## config.mk

```make
export PLATFORM = sky130hd
export DESIGN_NAME = mem_access_arbiter
export DESIGN_NICKNAME = d
export VERILOG_FILES = /design/src/rtl/mem_access_arbiter_pkg.sv /design/src/rtl/mem_access_arbiter_rr_arbiter2.sv /design/src/rtl/mem_access_arbiter.sv
export SDC_FILE = /design/constraint.sdc
export NUM_CORES = 1
export LEC_CHECK = 0
export BUFFER_PORTS_ARGS = -buffer_cell sky130_fd_sc_hd__buf_2
export CORE_MARGIN = 1.5
export CORE_UTILIZATION = 46
export CTS_BUF_LIST = sky130_fd_sc_hd__clkbuf_4 sky130_fd_sc_hd__clkbuf_8 sky130_fd_sc_hd__clkbuf_16
export CTS_CLUSTER_DIAMETER = 60
export DETAILED_ROUTE_END_ITERATION = 7
export PLACE_DENSITY = 0.82
export SETUP_SLACK_MARGIN = 0.15
export SYNTH_ARGS = -nofsm -noshare
export SYNTH_HDL_FRONTEND = slang
export SYNTH_SLANG_ARGS = --single-unit
```

## constraint.sdc

```tcl
create_clock -name clk -period 1.4 [get_ports clk]
set_input_delay 0.21 -clock clk [delete_from_list [all_inputs] [get_ports clk]]
set_output_delay 0.21 -clock clk [all_outputs]
set_load 0.05 [all_outputs]
```

## src/rtl/mem_access_arbiter_pkg.sv

```systemverilog
// Shared types for the fetch/data memory arbiter: FSM states and requester ids.
package mem_access_arbiter_pkg;

    typedef enum logic [1:0] {
        ST_IDLE  = 2'd0,
        ST_SERVE = 2'd1,
        ST_DONE  = 2'd2
    } state_e;

    typedef enum logic {
        OWN_IF = 1'b0,
        OWN_D  = 1'b1
    } owner_e;

endpackage

```

## src/rtl/mem_access_arbiter_rr_arbiter2.sv

```systemverilog
// Two-requester round-robin pick: on a tie the requester that was not served last wins.
module rr_arbiter2
    import mem_access_arbiter_pkg::*;
(
    input  logic [1:0] req_i,
    input  owner_e     last_i,
    output owner_e     gnt_id_o,
    output logic       gnt_valid_o
);

    // Grant selection from the request vector and the last owner.
    always_comb begin
        gnt_valid_o = |req_i;
        gnt_id_o    = OWN_IF;
        unique case (req_i)
            2'b01:   gnt_id_o = OWN_IF;
            2'b10:   gnt_id_o = OWN_D;
            2'b11:   gnt_id_o = (last_i == OWN_IF) ? OWN_D : OWN_IF;
            default: gnt_id_o = OWN_IF;
        endcase
    end

endmodule

```

## src/rtl/mem_access_arbiter.sv

```systemverilog
// Serialises fetch and data accesses onto the single-ported unified memory.
// Each access takes three cycles (IDLE -> SERVE -> DONE); read data is registered per requester.
module mem_access_arbiter
    import mem_access_arbiter_pkg::*;
#(
    parameter int unsigned ADDR_W = 5,
    parameter int unsigned DATA_W = 8
) (
    input  logic              clk,
    input  logic              rst,
    input  logic              if_req,
    input  logic [ADDR_W-1:0] if_addr,
    output logic              if_done,
    output logic [DATA_W-1:0] if_rdata,
    input  logic              d_req,
    input  logic              d_we,
    input  logic [ADDR_W-1:0] d_addr,
    input  logic [DATA_W-1:0] d_wdata,
    output logic              d_done,
    output logic [DATA_W-1:0] d_rdata,
    output logic              memread,
    output logic              memwrite,
    output logic [ADDR_W-1:0] Address,
    output logic [DATA_W-1:0] WriteData,
    input  logic [DATA_W-1:0] ReadData
);

    state_e            state_q, state_d;
    owner_e            owner_q, owner_d;
    owner_e            last_q, last_d;
    logic [ADDR_W-1:0] addr_q, addr_d;
    logic              we_q, we_d;
    logic [DATA_W-1:0] wdata_q, wdata_d;
    logic              if_done_q, if_done_d;
    logic              d_done_q, d_done_d;
    logic [DATA_W-1:0] if_rdata_q, if_rdata_d;
    logic [DATA_W-1:0] d_rdata_q, d_rdata_d;

    owner_e gnt_id;
    logic   gnt_valid;

    rr_arbiter2 u_rr (
        .req_i       ({d_req, if_req}),
        .last_i      (last_q),
        .gnt_id_o    (gnt_id),
        .gnt_valid_o (gnt_valid)
    );

    // State, request latch, read-data and done registers.
    always_ff @(posedge clk) begin
        if (rst) begin
            state_q    <= ST_IDLE;
            owner_q    <= OWN_IF;
            last_q     <= OWN_D;
            addr_q     <= '0;
            we_q       <= 1'b0;
            wdata_q    <= '0;
            if_done_q  <= 1'b0;
            d_done_q   <= 1'b0;
            if_rdata_q <= '0;
            d_rdata_q  <= '0;
        end else begin
            state_q    <= state_d;
            owner_q    <= owner_d;
            last_q     <= last_d;
            addr_q     <= addr_d;
            we_q       <= we_d;
            wdata_q    <= wdata_d;
            if_done_q  <= if_done_d;
            d_done_q   <= d_done_d;
            if_rdata_q <= if_rdata_d;
            d_rdata_q  <= d_rdata_d;
        end
    end

    // Next-state logic and memory-side drive.
    always_comb begin
        state_d    = state_q;
        owner_d    = owner_q;
        last_d     = last_q;
        addr_d     = addr_q;
        we_d       = we_q;
        wdata_d    = wdata_q;
        if_done_d  = 1'b0;
        d_done_d   = 1'b0;
        if_rdata_d = if_rdata_q;
        d_rdata_d  = d_rdata_q;
        memread    = 1'b0;
        memwrite   = 1'b0;
        Address    = '0;
        WriteData  = '0;

        unique case (state_q)
            ST_IDLE: begin
                if (gnt_valid) begin
                    owner_d = gnt_id;
                    last_d  = gnt_id;
                    if (gnt_id == OWN_IF) begin
                        addr_d  = if_addr;
                        we_d    = 1'b0;
                        wdata_d = '0;
                    end else begin
                        addr_d  = d_addr;
                        we_d    = d_we;
                        wdata_d = d_wdata;
                    end
                    state_d = ST_SERVE;
                end
            end
            ST_SERVE: begin
                // rst is synchronous, so the bus is gated directly to keep a
                // write from landing during the reset cycle itself.
                if (!rst) begin
                    Address   = addr_q;
                    memread   = ~we_q;
                    memwrite  = we_q;
                    WriteData = wdata_q;
                end
                if (!we_q) begin
                    if (owner_q == OWN_IF) if_rdata_d = ReadData;
                    else                   d_rdata_d  = ReadData;
                end
                if (owner_q == OWN_IF) if_done_d = 1'b1;
                else                   d_done_d  = 1'b1;
                state_d = ST_DONE;
            end
            ST_DONE: state_d = ST_IDLE;
            default: state_d = ST_IDLE;
        endcase
    end

    assign if_done  = if_done_q;
    assign d_done   = d_done_q;
    assign if_rdata = if_rdata_q;
    assign d_rdata  = d_rdata_q;

endmodule

```

# Word level (Yosys, flattened, before mapping)
# Cells that the tools add are included.
[totals]
register_bits = 36
[classes]
eq_ne = 4
bitwise = 3
n_reduce_logical = 6
n_mux = 17
[op_table]
columns = ["cell", "count"]
rows = [
  ["8-bit two-way mux", 3],
  ["5-bit two-way mux", 3],
  ["1-bit two-way mux", 8],
  ["3-bit AND reduction", 2],
  ["2-bit equality test (second input constant)", 2],
  ["2-bit case mux with 2 select lines", 1],
  ["2-bit OR reduction", 2],
  ["1-bit NOT", 3],
  ["2-bit by 1-bit equality test with 1-bit output (second input constant)", 1],
  ["2-bit logical NOT", 1],
  ["2-bit two-way mux", 1],
  ["2-bit != test (second input constant)", 1],
  ["1-bit case mux with 2 select lines", 1],
  ["2-bit AND reduction", 1],
]

# Depth between registers and ports, before layout
[logic_depth]
ltp_word = 3
depth_mapped = 5
mapped_depth_nobuf = 3

# Modules after synthesis
# From an unflattened synthesis, not the netlist that was laid out.
[hier_totals]
cells_unflattened = 161
area_unflattened_um2 = 1426.4
[modules_own_cells]
columns = ["module", "area_each_um2", "n_inst", "cells_each"]
rows = [
  ["mem_access_arbiter", 1412.6, 1, 159],
  ["rr_arbiter2", 13.8, 1, 2],
]

# Least setup slack after synthesis
# Ideal clock, no wire load.
[synth_path]
path_kind = "input to output"
startpoint = "in rst"
endpoint = "out memread"
path_buffers = 1
cell_stages = 3
path_slack_ps = -228
t_arrival_ps = 1418
path_cell_list = "buf_2 > nor3b_2 > nor2b_1"
[synth_via]
elab_chain_cells = 2
[synth_lines]
columns = ["item", "line_no", "source"]
rows = [
  ["from (decl)", "mem_access_arbiter.sv:10", "input logic rst,"],
  ["1-bit two-way mux", "mem_access_arbiter.sv:113", "if (!rst) begin"],
  ["1-bit two-way mux", "mem_access_arbiter.sv:93", "unique case (state_q)"],
  ["to (decl)", "mem_access_arbiter.sv:21", "output logic memread,"],
]
# No other way between the ends.

# Worst setup path after layout
[layout_path]
startpoint = "reg state_q[0]"
endpoint = "out memread"
[layout_via]
elab_chain_cells = 2
[layout_lines]
columns = ["item", "line_no", "source"]
rows = [
  ["from (decl)", "mem_access_arbiter.sv:28", "state_e state_q, state_d;"],
  ["from (signal assigned)", "mem_access_arbiter.sv:63", "state_q <= state_d;"],
  ["2-bit by 1-bit equality test with 1-bit output", "mem_access_arbiter.sv:93", ""],
  ["1-bit two-way mux", "mem_access_arbiter.sv:93", ""],
]
# No other way between the ends.

==> summary.txt <==
outcome = finished with violations
failing checks = negative setup slack
worst vdd ir = 0.776 mV
FF+latch area = 726 um2
Cell Area, Placed = 1870 um2
Worst Path Class, Setup = reg2out
vias in the first global route = 1155
final worst slack = -240 ps
Final setup viols = 15
Synth Cell Area = 1450 um2
Finished Layout Cells = 260
final core utilization = 69.0%
Hold Path Class = in2reg
# port buffers = 63
total power = 2.16 mW
Max clock buf depth = 2
dpl hpwl = 2300 um
drt drc = 0
synthesis-to-finish area growth = 44.3%
First DRT Iteration DRCs = 48
Clock Sinks = 36
met1 wire length = 1410 um
RSZ-0062 raised after global routing = yes
Max-Cap Viols = 0
GP Congestion = 0.696
most frequent cells after synthesis = dfxtp_1 (36), nand2_1 (17), a21oi_1 (16)
routed length per instance = 12.4 um
largest area contributor in the netlist = dfxtp_1
Setup TNS Final = -3390 ps
#FFs+latches synth = 36
Critical Path RT = 1190 ps
CTS Buf Count = 5
Worst setup SP type = register
final worst-path cycle share = 117%
row cnt = 20
most common cell in the netlist = dfxtp_1
total die area = 3490 um2
met2 wire len = 1490 um
CP arrival = 1430 ps
hold buffer count at CTS = 0
Post-Synthesis Cells = 145
ys flop type = dfxtp_1
Worst-Skew Late Latency = 350 ps
fin crit period = 1640 ps
register area share after synthesis = 49.8%
Post-synth EDFFs = 0
Core Area = 3030 um2
dpl ws = -26.8 ps
GRT Total Usage = 20.1%
synth warn = 0
Design Area, Final = 2090 um2
largest net degree at the start of global routing = 27
final wirelength = 3220 um
CTS tree = done
Worst-Margin Slew = 313 ps
CP max FO = 11
first-pass GRT wire length = 5170 um
power per cell area = 1040 nW/um2
die height = 59.1 um
Final ANT Viol Nets = 0
H-tree levels = 2
Initial Util = 47.8%
initial antenna violation count = 0
fin nets = 246
Rel. slew slack = 79.1%
Top Metal Used = met4
drt first pass iters = 4
Root Buffer Master = clkbuf_4
Clock Skews = 13.5 ps
worst hold slack = 86.4 ps
share of cells above drive strength 1 = 50.0%
final hold vios = 0
post-synth cell types = 25
largest cells by area after synthesis = dfxtp_1 (50%), mux2i_1 (9.0%), and2_1 (6.5%)
share of the synthesized area in the top cell type = 49.8%
Die Wd = 59.1 um
Via density = 5.03
Synth async-reset ratio = 0%
Crit. End Element = output port
reg-to-reg setup timing slack = 120 ps
syn_area_per_cell = 9.98 um2
Post-Syn Nets = 176
Vias = 1308
Inserted Diodes = 0
Placed Cells = 251
fmax = 610 MHz
fillers = 242
clk slew on worst S/H paths = 110 ps
gr ovfl total = 0
top-level port count = 64
metal3 WL = 241 um
footprint of the multi-input gates = 721 um2
leakage = 0.945 nW
max-slew violations = 0
[routing by layer]
metal  track usage [%]  vias to the layer above
met2              30.6                       57
met1              25.3                      605
met4              10.1                        0
li1                  -                      639
met5                 0                        -
met3              6.77                        7
[timing repair]
action                     4_1_cts  5_1_grt
resized for setup               33       14
setup endpoints to repair       31       41
pin swaps                        0        4
buffers inserted                 0        1
[power breakdown]
part | internal (mW) | switching, mW | total (mW) | leakage (nW)
clock network | 0.265 | 0.343 | 0.608 | 0.0349
registers | 1.08 | 0.0386 | 1.12 | 0.295
logic | 0.182 | 0.251 | 0.432 | 0.615
total | 1.53 | 0.632 | 2.16 | 0.945
[worst max-delay path, cell delays in order, from the launching register on]
cell	delay, ps
dfxtp_4	390
nor3b_4	220
buf_6	170
nor2b_4	150
buf_8	150
[cell type report]
class | instances | area share (%)
flip-flops and latches | 36 | 34.7
multi-input cells | 99 | 34.5
repair buffers | 73 | 25.0
clock buffers | 7 | 2.81
well taps | 44 | 2.63
clock inverters | 1 | 0.359
[cells in the final DEF (no fill, tap or decap), drive strengths merged]
cell type | netlist | final
buf | 8 | 73
o21bai | 1 | 1
nor2 | 9 | 9
a21bo | 1 | 1
clkbuf | 2 | 7
a21oi | 17 | 17
or2 | 1 | 1
and3 | 2 | 2
a211oi | 5 | 5
mux2i | 13 | 13
dfxtp | 36 | 36
nor4b | 1 | 1
nand2 | 17 | 17
a21boi | 1 | 1
nor2b | 3 | 3
and2 | 16 | 16
and4bb | 1 | 1
a22o | 9 | 9
or4b | 1 | 1
nor3b | 1 | 1
clkinvlp | 0 | 1
[path summary, 6_finish.rpt]
kind,start,end,cells after the start
worst max register to register,state_q[1]$_SDFFE_PP0P_,d_rdata[7]$_SDFFE_PP0P_,3
worst min register to register,if_rdata[7]$_SDFFE_PP0P_,if_rdata[7]$_SDFFE_PP0P_,2
worst min-delay path,d_wdata[6],wdata_q[6]$_SDFFE_PP0P_,2
worst max-delay path,state_q[0]$_SDFFE_PP0P_,memread,4
[logic make-up after synthesis]
| kind of cell | Yosys count | synth area share (%) |
|---|---|---|
| and+or+nand+nor | 52 | 19.9 |
| DFF | 36 | 49.8 |
| buffers and inverters | 10 | 4.32 |
| AOI/OAI and AO/OA | 34 | 17.0 |
| muxes | 13 | 8.99 |
[sequential cells by signal, indices dropped and copies added, names as in the netlist]
signal	count
addr_q	5
d_done	1
d_rdata	8
if_done	1
if_rdata	8
last_q	1
owner_q	1
state_q	2
wdata_q	8
we_q	1
No activity file was read; power rests on OpenSTA's default activity.
